===== src/rtl/dadder_bcd_core.sv =====
// Digit-serial BCD add/sub core giving a sign-magnitude result (optional DADDER_INVALID_DIGIT_CHK_EN).
// Latency NUM_DIGITS+1 cycles, 2*NUM_DIGITS+1 for a negative difference; operations never overlap.
// Backpressure: result held in DONE until out_ready; in_ready stays low while an op is in flight.
module dadder_bcd_core #(
  parameter int NUM_DIGITS = 4
) (
  input  logic                    clk,
  input  logic                    reset_n,
  input  logic                    en,
  output logic                    busy,
  input  logic                    in_valid,
  output logic                    in_ready,
  input  logic                    in_op,
  input  logic [4*NUM_DIGITS-1:0] in_a,
  input  logic [4*NUM_DIGITS-1:0] in_b,
  output logic                    out_valid,
  input  logic                    out_ready,
  output logic [4*NUM_DIGITS-1:0] out_result,
  output logic                    out_sign,
  output logic                    out_overflow,
  output logic                    out_err
);

  localparam int W  = 4 * NUM_DIGITS;
  localparam int IW = (NUM_DIGITS > 1) ? $clog2(NUM_DIGITS) : 1;

  typedef enum logic [1:0] {IDLE, CALC, NEG, DONE} state_t;

  state_t         state_q, state_d;
  logic [W-1:0]   a_q, b_q, r_q, res_q, new_r;
  logic           op_q, c_q, sign_q, ovf_q, run_q;
  logic [IW-1:0]  idx_q;
  logic [3:0]     op_x, op_y, dig;
  logic [4:0]     sum;
  logic           carry, last, accept, err_now;

  // run_q keeps in_ready low while reset is asserted and for the first cycle after release
  always_ff @(posedge clk or negedge reset_n) begin
    if (!reset_n) run_q <= 1'b0;
    else          run_q <= 1'b1;
  end

  assign in_ready     = (state_q == IDLE) && en && run_q;
  assign accept       = in_valid && in_ready;
  assign busy         = (state_q != IDLE);
  assign out_valid    = (state_q == DONE);
  assign out_result   = res_q;
  assign out_sign     = sign_q;
  assign out_overflow = ovf_q;
  assign last         = (idx_q == IW'(NUM_DIGITS - 1));

`ifdef DADDER_INVALID_DIGIT_CHK_EN
  logic in_bad, err_q;

  always_comb begin
    in_bad = 1'b0;
    for (int k = 0; k < NUM_DIGITS; k++) begin
      if (in_a[4*k +: 4] > 4'd9 || in_b[4*k +: 4] > 4'd9) in_bad = 1'b1;
    end
  end

  always_ff @(posedge clk or negedge reset_n) begin
    if (!reset_n)    err_q <= 1'b0;
    else if (accept) err_q <= in_bad;
  end

  assign err_now = err_q;
  assign out_err = err_q;
`else
  assign err_now = 1'b0;
  assign out_err = 1'b0;
`endif

  // One shared digit adder: CALC adds A and (9's complemented) B, NEG re-complements R
  always_comb begin
    op_x = a_q[3:0];
    op_y = op_q ? (4'd9 - b_q[3:0]) : b_q[3:0];
    if (state_q == NEG) begin
      op_x = 4'd9 - r_q[3:0];
      op_y = 4'd0;
    end
    sum   = {1'b0, op_x} + {1'b0, op_y} + {4'd0, c_q};
    carry = (sum > 5'd9);
    dig   = carry ? 4'(sum - 5'd10) : sum[3:0];
    new_r = (r_q >> 4) | (W'(dig) << (W - 4));
  end

  always_ff @(posedge clk or negedge reset_n) begin
    if (!reset_n) state_q <= IDLE;
    else          state_q <= state_d;
  end

  always_comb begin
    state_d = state_q;
    case (state_q)
      IDLE: if (accept) state_d = CALC;
      CALC: begin
        if (err_now)                  state_d = DONE;
        else if (last && (!op_q || carry)) state_d = DONE;
        else if (last)                state_d = NEG;
      end
      NEG:  if (last) state_d = DONE;
      DONE: if (out_ready) state_d = IDLE;
      default: state_d = IDLE;
    endcase
  end

  always_ff @(posedge clk or negedge reset_n) begin
    if (!reset_n) begin
      a_q    <= '0;
      b_q    <= '0;
      r_q    <= '0;
      res_q  <= '0;
      op_q   <= 1'b0;
      c_q    <= 1'b0;
      sign_q <= 1'b0;
      ovf_q  <= 1'b0;
      idx_q  <= '0;
    end else begin
      case (state_q)
        IDLE: begin
          if (accept) begin
            a_q   <= in_a;
            b_q   <= in_b;
            op_q  <= in_op;
            c_q   <= in_op;
            idx_q <= '0;
            r_q   <= '0;
          end
        end
        CALC: begin
          if (err_now) begin
            res_q  <= '0;
            sign_q <= 1'b0;
            ovf_q  <= 1'b0;
          end else begin
            a_q   <= a_q >> 4;
            b_q   <= b_q >> 4;
            r_q   <= new_r;
            c_q   <= carry;
            idx_q <= idx_q + IW'(1);
            if (last) begin
              if (!op_q || carry) begin
                res_q  <= new_r;
                sign_q <= 1'b0;
                ovf_q  <= !op_q && carry;
              end else begin
                // A<B: R is the ten's complement, convert back to a magnitude
                idx_q <= '0;
                c_q   <= 1'b1;
              end
            end
          end
        end
        NEG: begin
          r_q   <= new_r;
          c_q   <= carry;
          idx_q <= idx_q + IW'(1);
          if (last) begin
            res_q  <= new_r;
            sign_q <= 1'b1;
            ovf_q  <= 1'b0;
          end
        end
        default: ;
      endcase
    end
  end

endmodule


===== config.mk =====
export PLATFORM = sky130hd
export DESIGN_NAME = dadder_bcd_core
export DESIGN_NICKNAME = d
export VERILOG_FILES = /design/src/rtl/dadder_bcd_core.sv
export SDC_FILE = /design/constraint.sdc
export NUM_CORES = 1
export LEC_CHECK = 0
export CORE_UTILIZATION = 55
export CTS_CLUSTER_SIZE = 12
export DETAILED_ROUTE_END_ITERATION = 8
export PLACE_DENSITY = 0.79
export SETUP_SLACK_MARGIN = 0.5
export SYNTH_ARGS = -nofsm -noshare
export SYNTH_HDL_FRONTEND = slang
export SYNTH_SLANG_ARGS = --single-unit

===== constraint.sdc =====
create_clock -name clk -period 10.77 [get_ports clk]
set_input_delay 1.6155 -clock clk [delete_from_list [all_inputs] [get_ports clk]]
set_output_delay 1.6155 -clock clk [all_outputs]
set_load 0.02 [all_outputs]

## Word level (Yosys, flattened, before mapping)

Index checks and enable logic that the tools add are counted.

| storage, ports and cells | value |
|---|---|
| bits in registers | 73 |

| operators by class | value |
|---|---|
| $add $sub $neg | 6 |
| reductions and logical operators | 20 |
| bitwise operators | 1 |
| order comparisons | 1 |
| equal/unequal tests | 10 |
| multiplexer cells | 36 |

Operator list:

| operator | number |
|---|---|
| case mux 16 bit (2 select lines) | 4 |
| 2-to-1 mux 16 bit | 6 |
| 2-to-1 mux 2 bit | 8 |
| 2-to-1 mux 4 bit | 4 |
| OR 12 x 16 -> 16 bit | 1 |
| 2-to-1 mux 1 bit | 9 |
| != test 2 bit, second input constant | 4 |
| case mux 2 bit (4 select lines) | 1 |
| AND reduction 2 bit | 4 |
| AND reduction 4 bit | 2 |
| nonzero test 2 bit | 4 |
| subtractor 4 bit, first input constant | 2 |
| equality test 2 bit, second input constant | 3 |
| case mux 2 bit (3 select lines) | 1 |
| adder 4 x 4 -> 5 bit | 1 |
| adder 5 x 1 -> 5 bit | 1 |
| > comparator 5 x 4 -> 1 bit, second input constant | 1 |
| logical AND 1 bit | 5 |
| case mux 1 bit (2 select lines) | 2 |
| subtractor 4 bit, second input constant | 1 |
| != test 3 bit, second input constant | 1 |
| case mux 1 bit (3 select lines) | 1 |
| nonzero test 3 bit | 1 |
| adder 2 x 1 -> 2 bit, second input constant | 1 |
| 6 further kinds | 6 |

## Depth between registers and ports, before layout

Gate-level depths: netlist (run 1).

| logic depth | value |
|---|---|
| depth in word-level cells | 11 |
| mapped depth | 17 |
| gate-level depth less buffers | 14 |

## Least setup slack after synthesis (run 1)

OpenSTA, ideal clock, no wires.

| timing path | value |
|---|---|
| path type | register -> register |
| start | reg state_q[0] |
| end | reg res_q[10] (netlist: out_result[10]) |
| cell stages (with the launch flop) | 18 |
| required time | 10645 ps |
| buffers on the path | 3 |
| slack | 6903 ps |
| arrival | 3742 ps |
| clock period less this slack | 3867 ps |
| setup time | 125 ps |
| path through | dfrtp_1 -> inv_1 -> ha_1 -> clkbuf_1 -> clkbuf_1 -> nand2_1 -> o21ai_0 -> fa_1 -> inv_1 -> fa_1 -> xnor2_1 -> ha_1 -> nand2b_1 -> a22o_1 -> nand3b_4 -> a41oi_4 -> buf_12 -> mux2_4 |

| between the ends | value |
|---|---|
| word-level cells in the longest chain between the ends | 8 |
| elaborated cells between the ends (all ways) | 14 |

RTL lines:

| element | line | text |
|---|---|---|
| start, declared | 29 | `state_t state_q, state_d;` |
| start signal, assigned | 90 | `else state_q <= state_d;` |
| equality test 2 bit | 78, 120 |  |
| 2-to-1 mux 4 bit | 78 | `if (state_q == NEG) begin` |
| adder 4 x 4 -> 5 bit | 82 | `sum = {1'b0, op_x} + {1'b0, op_y} + {4'd0, c_q};` |
| adder 5 x 1 -> 5 bit | 82 |  |
| > comparator 5 x 4 -> 1 bit | 83 | `carry = (sum > 5'd9);` |
| logical OR 1 bit | 143 | `if (!op_q \|\| carry) begin` |
| != test 2 bit (no source line) | n/a |  |
| AND reduction 4 bit (no source line) | n/a |  |
| end signal, assigned | 144 | `res_q <= new_r;` |
| end signal, assigned | 160 | `res_q <= new_r;` |
| end, declared | 30 | `logic [W-1:0] a_q, b_q, r_q, res_q, new_r;` |

Parallel ways exist; a longest one is shown, timed or not.
A chain may end at the register's enable or synchronous reset.

## Worst setup path in the final report (run 1)

| timing path | value |
|---|---|
| start | in en |
| end | out in_ready |

| between the ends | value |
|---|---|
| word-level cells in the longest chain between the ends | 2 |

RTL lines:

| element | line | text |
|---|---|---|
| start, declared | 9 | `input logic en,` |
| logical AND 1 bit (2 in series) | 43 | `assign in_ready = (state_q == IDLE) && en && run_q;` |
| end, declared | 12 | `output logic in_ready,` |

Every way passes these cells.

==> results.cfg, run 1 <==
[critical_path]
slowest_stage = clkdlybuf4s50_1
critPathMaxStageDelay_ns = 0.60
r2r-start = state_q[0]
startpoint = en
arrival_ns = 2.89
r2r-end = out_result[5]
critPathLaunchType = input pin
crit_type = in2out
crit_cells = 3
path_buf_inv = 2
rrSetupSlack_ns = 6.27
worstSetupEndpoint = in_ready
crit_fanout = 2
cp.required_ns = 9.15
cp_top_family = buffers and inverters
crit_path_end_kind = output pin
crit_path_cell_trace = clkdlybuf4s50_1, and3_1, clkdlybuf4s50_1
cp_common_cell = clkdlybuf4s50_1
reg2regPathDepth = 14

[logic_synthesis]
synth_nets = 376
ys_types = 46
synth.avg_cell_area_sq_um = 11.30
syn_area_sq_um = 3650
synth_warnings = 0
ys_seq_elements = 73
seq_area_frac_synth = 0.5005
netlist_instances = 323

[detailed_routing]
drtAntennaViolNets = 0
drc = 0
drt_iter0_drc = 137
top_layer = met4
num_vias = 2592
dr.pass1.iters = 4
wirelength_mm = 6.834
met3WireLength_um = 284
wl_per_cell_um = 14.89
met2WireLength_mm = 3.319
via_per_inst = 5.647
wl_met1_mm = 3.187

[cts]
tritoncts = done
ctsLongestPathBuffers = 2
clk_latency_ns = 0.34
clock-sinks = 73
clkTransAtPathRegs_ns = 0.08
post_cts_resized = 0
cts_max_level = 3
post_cts_buffers = 0
postCtsHoldBufs = 0
cts_root_buffer = clkbuf_8
cts_buffers = 9

[layout]
final_nets = 430
layout_common_cells = 73 x dfrtp_1, 57 x clkdlybuf4s50_1, 34 x o21ai_0
area_growth_pct = 22.59
antenna_cells = 0
layout_commonest_cell = dfrtp_1
drive_gt1_frac = 0.1178
fin_util = 0.7006

[global_routing]
track_usage = 0.2150
grt_pass1_wl_mm = 12.03
gr-total-overflow = 0
grt_pass1_vias = 2566
antenna_found_initial = 0
grt_max_degree = 74

[hold_path]
hp-class = reg2reg
min_from = a_q[6]

[timing]
slew_headroom = 0.2362
final-hold-violation-count = 0
clock-skew-final_ns = 0.01011
fin_crit_ns = 4.508
worst_pin_slew_ns = 1.143
finalSetupViolCount = 0
holdWs_ns = 0.4838
slew_viol_final = 0
fin_tns_setup_ns = 0
timing.final.crit_share = 0.4186
rsz0062_at_grt = false
fmax_mhz = 221.8

[floorplanning]
io_pins = 60
fp.dieArea_sq_um = 6966
die_h_um = 83.46
start_util = 0.5715
rows = 29
die_w_um = 83.46
coreArea_sq_um = 6386

[power]
power_density_nw_per_um2 = 359.0
power.ir.vdd_worst_mv = 0.2273
p_leak_nw = 2.051

[flow_run]
drv_cap = 0

[placement]
gp_congestion = 0.8239
dp_hpwl_mm = 4.640
port_buffers = 58

[outcome]
outcome = completed
worst min-delay path by stage:
stage | end | slack, ns | depth (start not counted)
final | a_q[6] | 0.48 | 2
after floorplan | a_q[0] | 0.44 | 2
after global routing | a_q[6] | 0.50 | 2
after global placement | b_q[6] | 0.46 | 2
after CTS | b_q[8] | 0.49 | 2
after detailed placement | b_q[8] | 0.47 | 2
area by class of cell:
type / count / area (sq um)
Multi-Input combinational cell: 215 / 1683
Clock buffer: 9 / 123.9
Fill cell: 489 / 1912
Inverter: 16 / 60.06
Clock inverter: 7 / 78.83
Sequential cell: 73 / 1827
Timing Repair Buffer: 62 / 605.6
Tap cell: 77 / 96.34
cell families after synthesis:
kind of cell | Yosys count | share of synthesized area
AO/OA/AOI/OAI | 87 | 0.1680
flip-flops | 73 | 0.5005
AND/OR/NAND/NOR | 62 | 0.08365
multiplexers | 45 | 0.1385
buffers and inverters | 35 | 0.04217
adder cells (fa/ha/maj) | 15 | 0.05554
XOR/XNOR | 4 | 0.009601
other | 2 | 0.002058
synth_stat cells, drive strengths merged:
master / instances / area, sq um
dfrtp: 73 / 1827
o21ai: 35 / 178.9
nand2: 32 / 120.1
mux2i: 28 / 280.3
a22o: 23 / 201.4
mux2: 17 / 225.2
inv: 16 / 60.06
clkbuf: 14 / 52.55
ha: 13 / 162.7
nor2: 11 / 41.29
a21oi: 8 / 40.04
a21o: 5 / 37.54
buf: 5 / 41.29
nand3: 4 / 20.02
nand2b: 3 / 18.77
nand3b: 3 / 35.03
a211o: 2 / 17.52
a31oi: 2 / 12.51
a41o: 2 / 20.02
and3: 2 / 12.51
conb: 2 / 7.510
fa: 2 / 40.04
o2111ai: 2 / 17.52
or3: 2 / 17.52
xnor2: 2 / 17.52
xor2: 2 / 17.52
a211oi: 1 / 7.510
a21boi: 1 / 7.510
a311oi: 1 / 8.760
a32o: 1 / 10.01
a41oi: 1 / 27.53
and3b: 1 / 8.760
nand4b: 1 / 8.760
nor2b: 1 / 6.260
o22ai: 1 / 6.260
o41a: 1 / 11.26
o41ai: 1 / 8.760
or3b: 1 / 8.760
or4: 1 / 7.510
worst min-delay path: cells and delay by family (launching register included):
family           cells  cell delay [ns]
flip-flops           1             0.35
AO/OA/AOI/OAI        1             0.06
AND/OR/NAND/NOR      1             0.05
registers in the layout, summed over array words and instances, names as in the netlist:
register / cells
a_q: 16
b_q: 16
out_result: 16
r_q: 16
idx_q: 2
state_q: 2
c_q: 1
op_q: 1
out_overflow: 1
out_sign: 1
run_q: 1
where the power goes:
group	switching [W]	total, W	internal (W)
Sequential	0.0000735	0.000458	0.000385
Combinational	0.000522	0.000933	0.000411
Clock	0.000105	0.000215	0.000109
per-stage QoR:
step                      worst slack (ns)  power, W  cell area, sq um  std cells
after floorplan                      6.903  0.001144              3650        323
final                                6.262  0.001606              4474        459
after global placement               6.307  0.001340              4272        443
after detailed placement             6.277  0.001376              4272        443
after global routing                 6.001  0.001736              4474        459
after CTS                            6.266  0.001604              4474        459
routing by layer:
layer,track usage,up-vias
li1,-,1258
met3,0.04946,6
met1,0.2888,1259
met4,0.05393,0
met5,0,-
met2,0.3562,69
(Power assumes the default switching activity.)
==> run 2, diff against run 1 <==
--- a/config.mk
+++ b/config.mk
@@ -5,10 +5,10 @@
 export SDC_FILE = /design/constraint.sdc
 export NUM_CORES = 1
 export LEC_CHECK = 0
-export CORE_UTILIZATION = 55
+export CORE_UTILIZATION = 53
 export CTS_CLUSTER_SIZE = 12
 export DETAILED_ROUTE_END_ITERATION = 8
-export PLACE_DENSITY = 0.79
+export PLACE_DENSITY = 0.76
 export SETUP_SLACK_MARGIN = 0.5
 export SYNTH_ARGS = -nofsm -noshare
 export SYNTH_HDL_FRONTEND = slang
==> constraint.sdc (replaced) <==
create_clock -name clk -period 4.2 [get_ports clk]
set_input_delay 0.63 -clock clk [delete_from_list [all_inputs] [get_ports clk]]
set_output_delay 0.63 -clock clk [all_outputs]
set_load 0.02 [all_outputs]
==> run 2 against run 1 <==
First-iteration DRC count is 20% lower; largest power group unchanged; clock skew grew 0.0043 ns; combinational power rose to 2.7 times the previous value; power grew to 2.6 times the previous value; final area rose by 1.6%; clock power grew 140%; largest cell class unchanged.
==> results.cfg, run 2 (synthesis gave the netlist of run 1 again) <==
[outcome]
outcome = completed

[floorplanning]
fp.dieArea_sq_um = 7222
io_pins = 60
die_w_um = 84.99
die_h_um = 84.99
start_util = 0.5619
rows = 29
coreArea_sq_um = 6495

[layout]
area_growth_pct = 24.58
layout_commonest_cell = dfrtp_1
drive_gt1_frac = 0.1462
fill_cells = 477
layout_common_cells = 73 x dfrtp_1, 57 x clkdlybuf4s50_1, 33 x o21ai_0
fin_util = 0.7001
multiInputGateArea_sq_um = 1703
regArea_sq_um = 1827
final_cell_area_sq_um = 4547
final_nets = 438
antenna_cells = 0

[detailed_routing]
wl_per_cell_um = 15.11
num_vias = 2643
drtAntennaViolNets = 0
wirelength_mm = 7.056
via_per_inst = 5.660
drc = 0
drt_iter0_drc = 110
dr.pass1.iters = 4

[timing]
timing.final.crit_share = 0.8282
slew_headroom = 0.2400
rsz0062_at_grt = false
worst_pin_slew_ns = 1.138
finalSetupViolCount = 0
slew_viol_final = 0
fmax_mhz = 287.5
fin_crit_ns = 3.478
clock-skew-final_ns = 0.01438
final-hold-violation-count = 0
fin_tns_setup_ns = 0

[critical_path]
critPathLaunchType = flip-flop
r2r-start = state_q[0]
crit_type = reg2reg
crit_path_end_kind = flip-flop
path_buf_inv = 2
cp_top_family = adder cells
r2r-end = out_result[2]
arrival_ns = 3.71
crit_fanout = 16
cp_common_cell = mux2_2
slowest_stage = fa_1
cp.required_ns = 4.43
reg2regPathDepth = 12
crit_path_cell_trace = inv_2, ha_4, mux2_2, fa_1, xnor2_2, ha_1, nand2b_1, a22o_1, nand3b_4, a41oi_4, buf_12, mux2_2
rrSetupSlack_ns = 0.72
critPathMaxStageDelay_ns = 0.49

[global_routing]
grt_pass1_wl_mm = 11.93
grt_pass1_vias = 2565
grt_max_degree = 57
gr-total-overflow = 0
track_usage = 0.2123
antenna_found_initial = 0

[power]
finalPower_w = 0.004207
p_leak_nw = 2.087
power_density_nw_per_um2 = 925.2
power.ir.vdd_worst_mv = 0.5149

[placement]
port_buffers = 58
dp_hpwl_mm = 4.789
gp_congestion = 0.8726
placed_area_sq_um = 4302

[flow_run]
drv_cap = 0

[cts]
cts_root_buffer = clkbuf_8
cts_max_level = 3
ctsLongestPathBuffers = 2
cts_buffers = 9
clock-sinks = 73
clkTransAtPathRegs_ns = 0.09
tritoncts = done
clk_latency_ns = 0.35

[hold_path]
hp-class = in2async
==> run 2: stage by stage <==
stage | cells | hold slack, ns | setup WS [ns]
floorplan | 323 | 0.3344 | 0.5294
global placement | 446 | 0.4604 | 0.3925
detailed placement | 446 | 0.4715 | 0.2420
CTS | 462 | 0.3813 | 0.5190
global route | 467 | 0.4158 | 0.5026
finish | 467 | 0.3577 | 0.7216
==> run 2: metal layers <==
metal	part of all wire	GRT usage	vias to the layer above
li1	-	-	1276
met1	0.46	0.2765	1283
met5	0	0	-
met4	0.023	0.08320	0
met3	0.048	0.05934	11
met2	0.47	0.3380	73
==> run 2: area by class of cell <==
cell class,count,share of cell area
clock inverter,7,0.01348
timing repair buffer,70,0.1486
clock buffer,9,0.02724
multi-input combinational,215,0.3745
sequential,73,0.4018
inverter,16,0.01321
tap,77,0.02119
==> run 2: worst max-delay path by stage <==
stage,startpoint,endpoint,slack [ns],cells past startpoint
final,state_q[0],out_result[2],0.72,12
after CTS,state_q[0],out_result[2],0.52,14
after detailed placement,state_q[0],out_result[3],0.24,14
after global routing,state_q[0],out_result[2],0.50,15
after global placement,state_q[0],out_result[0],0.39,14
after floorplan,state_q[0],out_result[10],0.53,16
==> run 2: timing repair <==
action	4_1_cts	5_1_grt
pin swaps	0	1
endpoints found under the setup margin	16	16
hold buffers	0	0
buffers inserted	0	5
gates resized for setup	3	5
==> run 2: power by group <==
group          switching (W)  internal, W
Sequential          0.000171     0.000987
Clock               0.000290     0.000224
Combinational        0.00137      0.00116
Total                0.00184      0.00237
==> run 2: worst register-to-register path: stages (launching register included) <==
cell	delay, ns
dfrtp_1	0.43
inv_2	0.13
ha_4	0.20
mux2_2	0.38
fa_1	0.49
xnor2_2	0.27
ha_1	0.20
nand2b_1	0.06
a22o_1	0.21
nand3b_4	0.24
a41oi_4	0.21
buf_12	0.20
mux2_2	0.35
